## src/rtl/arb_pkg.sv

```systemverilog
// Shared constants, FSM encoding and grant helpers for the 4-way request arbiter.
// Policy is chosen at build time by ARB_ROUND_ROBIN_EN (see arb_pick4).
package arb_pkg;

  localparam int NREQ = 4;
  localparam int ID_W = 2;

  localparam logic [1:0] IDLE  = 2'b00;
  localparam logic [1:0] GRANT = 2'b01;
  localparam logic [1:0] GAP   = 2'b10;

  localparam logic [NREQ-1:0] GNT_NONE = '0;

  function automatic logic [NREQ-1:0] onehot(input logic [ID_W-1:0] id);
    logic [NREQ-1:0] v;
    v     = GNT_NONE;
    v[id] = 1'b1;
    return v;
  endfunction

endpackage

```

## src/rtl/arb_pick4.sv

```systemverilog
// Combinational winner select over four requests with optional exclusion mask.
// ARB_ROUND_ROBIN_EN defined: rotating search from ptr; otherwise req[3] has top priority.
module arb_pick4
  import arb_pkg::*;
(
  input  logic [NREQ-1:0] req,
  input  logic [NREQ-1:0] mask,
  input  logic [ID_W-1:0] ptr,
  output logic [ID_W-1:0] win_id,
  output logic            win_valid
);

  logic [NREQ-1:0] req_m;
  logic [NREQ-1:0] eff;

  // The mask only excludes a requester when someone else is asking.
  assign req_m     = req & ~mask;
  assign eff       = (req_m != '0) ? req_m : req;
  assign win_valid = |eff;

`ifdef ARB_ROUND_ROBIN_EN
  logic [ID_W-1:0] idx;

  // Walk downward so the closest set bit at or above ptr is written last.
  always_comb begin
    win_id = '0;
    idx    = '0;
    for (int k = NREQ-1; k >= 0; k--) begin
      idx = ptr + ID_W'(k);
      if (eff[idx]) win_id = idx;
    end
  end
`else
  logic unused_ptr;
  assign unused_ptr = ^ptr;

  always_comb begin
    win_id = '0;
    for (int k = 0; k < NREQ; k++)
      if (eff[k]) win_id = ID_W'(k);
  end
`endif

endmodule

```

## src/rtl/req_arbiter4.sv

```systemverilog
// Four-requester arbiter: registered one-hot grant, hold limit with timeout pulse,
// one idle cycle between grants. ARB_ROUND_ROBIN_EN enables the round-robin pointer.
module req_arbiter4
  import arb_pkg::*;
#(
  parameter int unsigned MAX_HOLD = 8
) (
  input  logic       clk,
  input  logic       rst,
  input  logic [3:0] req,
  output logic [3:0] gnt,
  output logic [1:0] gnt_id,
  output logic       gnt_valid,
  output logic       timeout
);

  localparam int              HC_W      = (MAX_HOLD == 0) ? 1 : $clog2(MAX_HOLD + 1);
  localparam bit              HOLD_EN   = (MAX_HOLD != 0);
  localparam logic [HC_W-1:0] HOLD_LAST = HC_W'((MAX_HOLD == 0) ? 0 : MAX_HOLD - 1);

  logic [1:0]      state;
  logic [HC_W-1:0] hold_cnt;
  logic [NREQ-1:0] mask;
  logic [ID_W-1:0] ptr;
  logic [ID_W-1:0] win_id;
  logic            win_valid;
  logic            do_grant;
  logic            released;
  logic            expired;

  arb_pick4 u_pick (
    .req       (req),
    .mask      (mask),
    .ptr       (ptr),
    .win_id    (win_id),
    .win_valid (win_valid)
  );

  always_comb begin
    do_grant = ((state == IDLE) || (state == GAP)) && win_valid;
    released = !req[gnt_id];
    expired  = HOLD_EN && (hold_cnt == HOLD_LAST);
  end

`ifdef ARB_ROUND_ROBIN_EN
  logic [ID_W-1:0] rr_ptr;
  assign ptr = rr_ptr;

  always_ff @(posedge clk or posedge rst) begin
    if (rst)           rr_ptr <= '0;
    else if (do_grant) rr_ptr <= win_id + 2'd1;
  end
`else
  assign ptr = '0;
`endif

  always_ff @(posedge clk or posedge rst) begin
    if (rst) begin
      state     <= IDLE;
      hold_cnt  <= '0;
      mask      <= '0;
      gnt       <= GNT_NONE;
      gnt_id    <= '0;
      gnt_valid <= 1'b0;
      timeout   <= 1'b0;
    end else begin
      case (state)
        GRANT: begin
          // Release wins over expiry on the same edge, so no timeout then.
          if (released || expired) begin
            state     <= GAP;
            gnt       <= GNT_NONE;
            gnt_id    <= '0;
            gnt_valid <= 1'b0;
            timeout   <= !released;
            mask      <= released ? GNT_NONE : onehot(gnt_id);
          end else if (HOLD_EN && (hold_cnt != '1)) begin
            hold_cnt <= hold_cnt + 1'b1;
          end
        end
        IDLE, GAP: begin
          timeout <= 1'b0;
          mask    <= GNT_NONE;
          if (do_grant) begin
            state     <= GRANT;
            gnt       <= onehot(win_id);
            gnt_id    <= win_id;
            gnt_valid <= 1'b1;
            hold_cnt  <= '0;
          end else begin
            state <= IDLE;
          end
        end
        default: begin
          state     <= IDLE;
          gnt       <= GNT_NONE;
          gnt_id    <= '0;
          gnt_valid <= 1'b0;
          timeout   <= 1'b0;
          mask      <= GNT_NONE;
        end
      endcase
    end
  end

endmodule

```

## config.mk

```make
export PLATFORM = sky130hd
export DESIGN_NAME = req_arbiter4
export DESIGN_NICKNAME = d
export VERILOG_FILES = /design/src/rtl/arb_pkg.sv /design/src/rtl/arb_pick4.sv /design/src/rtl/req_arbiter4.sv
export SDC_FILE = /design/constraint.sdc
export NUM_CORES = 1
export LEC_CHECK = 0
export ABC_AREA = 1
export BUFFER_PORTS_ARGS = -buffer_cell sky130_fd_sc_hd__clkbuf_2
export CORE_ASPECT_RATIO = 1.5
export CORE_MARGIN = 5
export CORE_UTILIZATION = 50
export DETAILED_ROUTE_END_ITERATION = 10
export PLACE_DENSITY_LB_ADDON = 0.1
export SETUP_SLACK_MARGIN = 0.1
export SLEW_MARGIN = 20
export SYNTH_ARGS = -nofsm -noshare
export SYNTH_HDL_FRONTEND = slang
export SYNTH_HIERARCHICAL = 1
export SYNTH_SLANG_ARGS = --single-unit
```

## constraint.sdc

```tcl
create_clock -name clk -period 1.64 [get_ports clk]
set_clock_uncertainty 0.05 [all_clocks]
set_input_delay 0 -clock clk [delete_from_list [all_inputs] [get_ports clk]]
set_output_delay 0 -clock clk [all_outputs]
set_load 0.02 [all_outputs]
```

==> impl_metrics.ini, run 1 <==
[status]
status = finished, final reports clean

[floorplanning]
coreArea_um2 = 2002
fp.dieH_um = 65.65
start_util_pct = 51.56
die-area_um2 = 3092
core.rowCount = 20
ios = 14
die_w_um = 47.10

[timing]
rsz0062_at_grt = true
drv_slew = 0
min_period_ns = 1.625
fin_crit_sh_pct = 99.11
setup_viol = 0
hold_ws_ns = 0.1547
relSlewSlack_pct = 55.06
fmaxAchievable_mhz = 615.3
worstMarginPinSlew_ns = 0.6734
hold_viol = 0

[worst_setup_path]
cp_common_cell = nand2_1
end_kind = flip-flop
cp_slowest_cell = dfrtp_1
cpPeakStageDelay_ns = 0.37
arrival_ns = 1.77
cp.required_ns = 1.79
cp_max_fo = 5
crit_chain = inv_1 -> nand2_2 -> nand2_2 -> nor2_4 -> nand2_1 -> nand2_1 -> nor2_1 -> nand2_1 -> inv_2 -> nor2_4 -> inv_4 -> nand2_4 -> nand2_4 -> nand2_1 -> nand2_1
crit_type = flip-flop to flip-flop
start_kind = flip-flop

[layout]
antennaDiodeCount = 0
drive_gt1_share_pct = 39.88
final_area_um2 = 1341
synthToLayoutAreaGrowth_pct = 29.94
nNetsFinal = 176
fillers = 181

[yosys]
syn_nets = 144
synth_area_um2 = 1032
netlist_instances = 137
yosysWarnings = 6
synth.avg_cell_area_um2 = 7.535

[routing]
vias_per_cell = 5.063
drc = 0
drt-pass1-iter-count = 6
ant_nets = 0
wl_per_cell_um = 12.13
dr.first_iter.drc_count = 26
wl_um = 2305
vias = 962

[grt]
grt_first_pass_wirelength_um = 3657
grt_max_degree = 19
grtUsageTotal_pct = 16.49
grt-ovfl-total = 0
grt_pass1_vias = 898
antenna_found_initial = 0

[place]
place_area_um2 = 1135
portBuffers = 13
place_congestion = 0.7842
dp_hpwl_um = 1572

[clocking]
clockRootBuffer = clkbuf_4
cts_buffer_depth = 2
cts.sinks = 18
ctsHtreeMaxLevel = 1
cts_tree = yes
cts_buffers = 3
clk_pin_slew_worst_paths_ns = 0.10
clock_latency_ns = 0.30

[min_path]
hold_path_class = primary input to flip-flop

[run]
cap_violations = 0

[power]
p_per_area_nw_per_um2 = 1623
power_leakage_nw = 0.7472
irDropWorstVdd_mv = 1.169
[through the flow]
step                worst slack [ns]  power, mW  util, %  setup TNS [ns]  std cells
floorplan                     0.1091      1.477        -               0        137
global placement            0.001202      1.706    56.69               0        173
detailed placement           -0.1095      1.728    56.69         -0.6266        173
CTS                          0.04981      2.083    63.75               0        185
global route                -0.09021      2.348    67.00         -0.6177        190
finish                       0.01468      2.177    67.00               0        190
[power breakdown]
part | leakage, nW | switching [mW] | internal [mW]
registers | 0.237 | 0.150 | 0.582
logic | 0.489 | 0.740 | 0.429
clock network | 0.0210 | 0.140 | 0.135
[state kept, by name (all words and copies together), names as in the netlist]
| signal | count |
|---|---|
| gnt_valid | 1 |
| mask | 4 |
| hold_cnt | 4 |
| gnt | 4 |
| timeout | 1 |
| state | 2 |
| gnt_id | 2 |
[worst max-delay path, delay by kind of cell (launching register included)]
family        cells  cell delay, ns
buf+inv           3            0.17
simple gates     12            0.94
flops             1            0.37
[placed cells by master (no fill, tap or decap)]
master         instances
a21oi_1                2
and3_2                 1
buf_4                 10
clkbuf_2              13
clkbuf_4               3
clkbuf_8               1
dfrtp_1               18
dlygate4sd3_1          4
ha_1                   1
inv_1                 15
inv_2                  4
inv_4                  2
nand2_1               41
nand2_2               18
nand2_4                6
nand3_1                8
nand3_2                1
nand3_4                1
nand4_1                2
nor2_1                 3
nor2_2                 3
nor2_4                 2
nor2_8                 1
o211ai_1               1
o21ai_0                3
o21ai_1                3
o21ai_2                1
[path summary, 6_finish.rpt]
path                       startpoint  slack (ns)  depth (start not counted)          end
hold reg to reg                gnt[2]        0.43                          2       gnt[2]
max in group asynchronous         rst        0.84                          3  hold_cnt[3]
setup reg to reg              mask[0]        0.01                         15  hold_cnt[3]
setup / recovery              mask[0]        0.01                         15  hold_cnt[3]
min in group asynchronous         rst        0.26                          3  hold_cnt[1]
hold / removal                 req[3]        0.15                          4      mask[3]
[layer usage]
layer | global-route usage, % | routed length, um
met4 | 8.304 | 21
met1 | 18.26 | 918
met3 | 1.644 | 88
met5 | 0 | 0
met2 | 29.25 | 1277
[final cells by class]
| type | count | area (um^2) | share of cell area, % |
|---|---|---|---|
| flip-flops and latches | 18 | 450.4 | 33.58 |
| clock buffers | 4 | 36.28 | 2.705 |
| inverters | 21 | 83.83 | 6.250 |
| multi-input cells | 98 | 563.0 | 41.98 |
| repair buffers | 27 | 180.2 | 13.43 |
| well taps | 22 | 27.53 | 2.052 |
[repair_timing]
action,in CTS,in global routing
pin swaps,5,11
endpoints found under the hold margin,21,0
hold buffers,4,0
setup endpoints to repair,12,15
setup buffers,5,6
resized for setup,15,11
Note: power is estimated with default switching activity, not from simulation.
==> run 2, diff against run 1 <==
Settings changed: BUFFER_PORTS_ARGS -buffer_cell sky130_fd_sc_hd__clkbuf_2 to not set, CORE_ASPECT_RATIO 1.5 to not set, CORE_UTILIZATION 50 to 54, DONT_BUFFER_PORTS set to 1.
==> run 2 against run 1 <==
Net effect: critical path depth unchanged; cell count down 5.8%; maximum frequency up 0.96%; register-to-register slack better by 0.02 ns; count of clock-buffer cells in the layout unchanged; critical endpoint is now hold_cnt[1].
==> impl_metrics.ini, run 2 (synthesis results as in run 1) <==
[power]
seq_power_share_pct = 39.1
internal_power_mw = 1.081
power_leakage_nw = 0.6826
p_per_area_nw_per_um2 = 1629
p_sw_share_pct = 47.01
power_frac_comb_pct = 47.5
power_mw = 2.040
p_sw_mw = 0.9589
p_clk_share_pct = 13.4
irDropWorstVdd_mv = 1.140

[timing]
worstMarginPinSlew_ns = 0.6591
fin_crit_sh_pct = 98.17
fmaxAchievable_mhz = 621.1
rsz0062_at_grt = true
setup_viol = 0
tns_ns = 0
hold_viol = 0
min_period_ns = 1.610
relSlewSlack_pct = 56.01
drv_slew = 0

[clocking]
cts_tree = yes
clockRootBuffer = clkbuf_4
clock_latency_ns = 0.29
cts.sinks = 18
cts_buffer_depth = 2
cts_buffers = 3
clk_pin_slew_worst_paths_ns = 0.10
ctsHtreeMaxLevel = 1

[status]
status = finished, final reports clean

[layout]
layout_common_cells = 48 x nand2_1, 18 x dfrtp_1, 14 x inv_1, 11 x nand2_2
drive_gt1_share_pct = 29.22
synthToLayoutAreaGrowth_pct = 21.33
final_common_cell = nand2_1
antennaDiodeCount = 0
nNetsFinal = 162
fillers = 151
largestRegisters = gnt x4, hold_cnt x4, mask x4

[min_path]
min_from = req[2]
holdPathStages = 5
hold_path_class = primary input to flip-flop

[routing]
drt-pass1-iter-count = 4
vias = 885
dr.first_iter.drc_count = 21
wl_um = 2083
wl_per_cell_um = 11.64
ant_nets = 0
drc = 0
vias_per_cell = 4.944

[grt]
grt-ovfl-total = 0
gr-usage-met2_pct = 27.82
grt_pass1_vias = 829
grt_first_pass_wirelength_um = 3594
grt_use_met1_pct = 21.78
grt_use_met3_pct = 4.432
antenna_found_initial = 0
grt_max_degree = 19
grt.busiest_layer = met2
grtUsageTotal_pct = 17.15

[floorplanning]
die_w_um = 53.72
core.rowCount = 15
die-area_um2 = 2886
fp.dieH_um = 53.72
coreArea_um2 = 1764
ios = 14
start_util_pct = 58.51

[worst_setup_path]
crit_start = mask[1]
cp.required_ns = 1.79
start_kind = flip-flop
arrival_ns = 1.76
cp_max_fo = 5
reg2reg_depth = 15
crit_type = flip-flop to flip-flop
r2r_start = mask[1]
end_kind = flip-flop

[place]
portBuffers = 0
dp_hpwl_um = 1422
place_congestion = 0.8136

[run]
cap_violations = 0
run 2: through the flow:
| stage | setup slack (ns) | cells | util [%] | hold WS [ns] | instance area (um^2) |
|---|---|---|---|---|---|
| final | 0.03008 | 179 | 70.99 | 0.01142 | 1252 |
| after global routing | -0.09644 | 179 | 70.99 | 0.06721 | 1252 |
| after CTS | 0.05969 | 175 | 68.30 | 0.009126 | 1205 |
| after detailed placement | -0.005774 | 164 | 61.28 | -0.009872 | 1081 |
| after global placement | 0.01678 | 164 | 61.28 | -0.02343 | 1081 |
| after floorplan | 0.1091 | 137 | - | -0.1114 | 1035 |
run 2: routing by layer:
metal	share of wire [%]	up-vias
met5	0	-
met4	1.5	0
met3	6.8	5
met2	47	20
met1	44	405
li1	-	455
run 2: cell type report:
class                      instances  area, um^2  area share, %
multi-input combinational         98       543.0          43.36
clock buffer                       4       36.28          2.897
inverter                          21       81.33          6.494
tap                               25       31.28          2.498
sequential                        18       450.4          35.96
timing repair buffer              13       110.1          8.791
run 2: worst paths after layout:
check                      slack (ns)     endpoint
setup / recovery                 0.03  hold_cnt[1]
hold / removal                   0.01       gnt[3]
setup reg to reg                 0.03  hold_cnt[1]
hold reg to reg                  0.45      mask[0]
max in group asynchronous        0.94      mask[2]
min in group asynchronous        0.18      mask[1]
run 2: critical path, stage by stage (launching register included):
cell and delay [ns]:
dfrtp_1 0.37, inv_1 0.06, nand2_2 0.07, nand2_2 0.07, nor2_4 0.15, nand2_1 0.08, nand2_1 0.08, nor2_2 0.04
nand2_1 0.08, inv_2 0.06, nor2_4 0.09, inv_2 0.07, nand2_4 0.09, nand2_4 0.07, nand2_1 0.05, nand2_1 0.05
run 2: what timing repair did:
action,in CTS,in global routing
endpoints found under the setup margin,7,15
resized for setup,10,8
pin swaps,7,9
hold buffers,5,0
hold endpoints to repair,22,0
setup buffers,2,4
run 2: power groups by stage:
stage          clock network (mW)  logic, mW  registers (mW)
4_1_cts                     0.285      0.931           0.796
2_1_floorplan                   0      0.696           0.781
6_report                    0.273      0.969           0.797
3_3_place_gp                    0      0.853           0.797
3_5_place_dp                    0      0.871           0.799
5_1_grt                     0.306       1.09           0.820
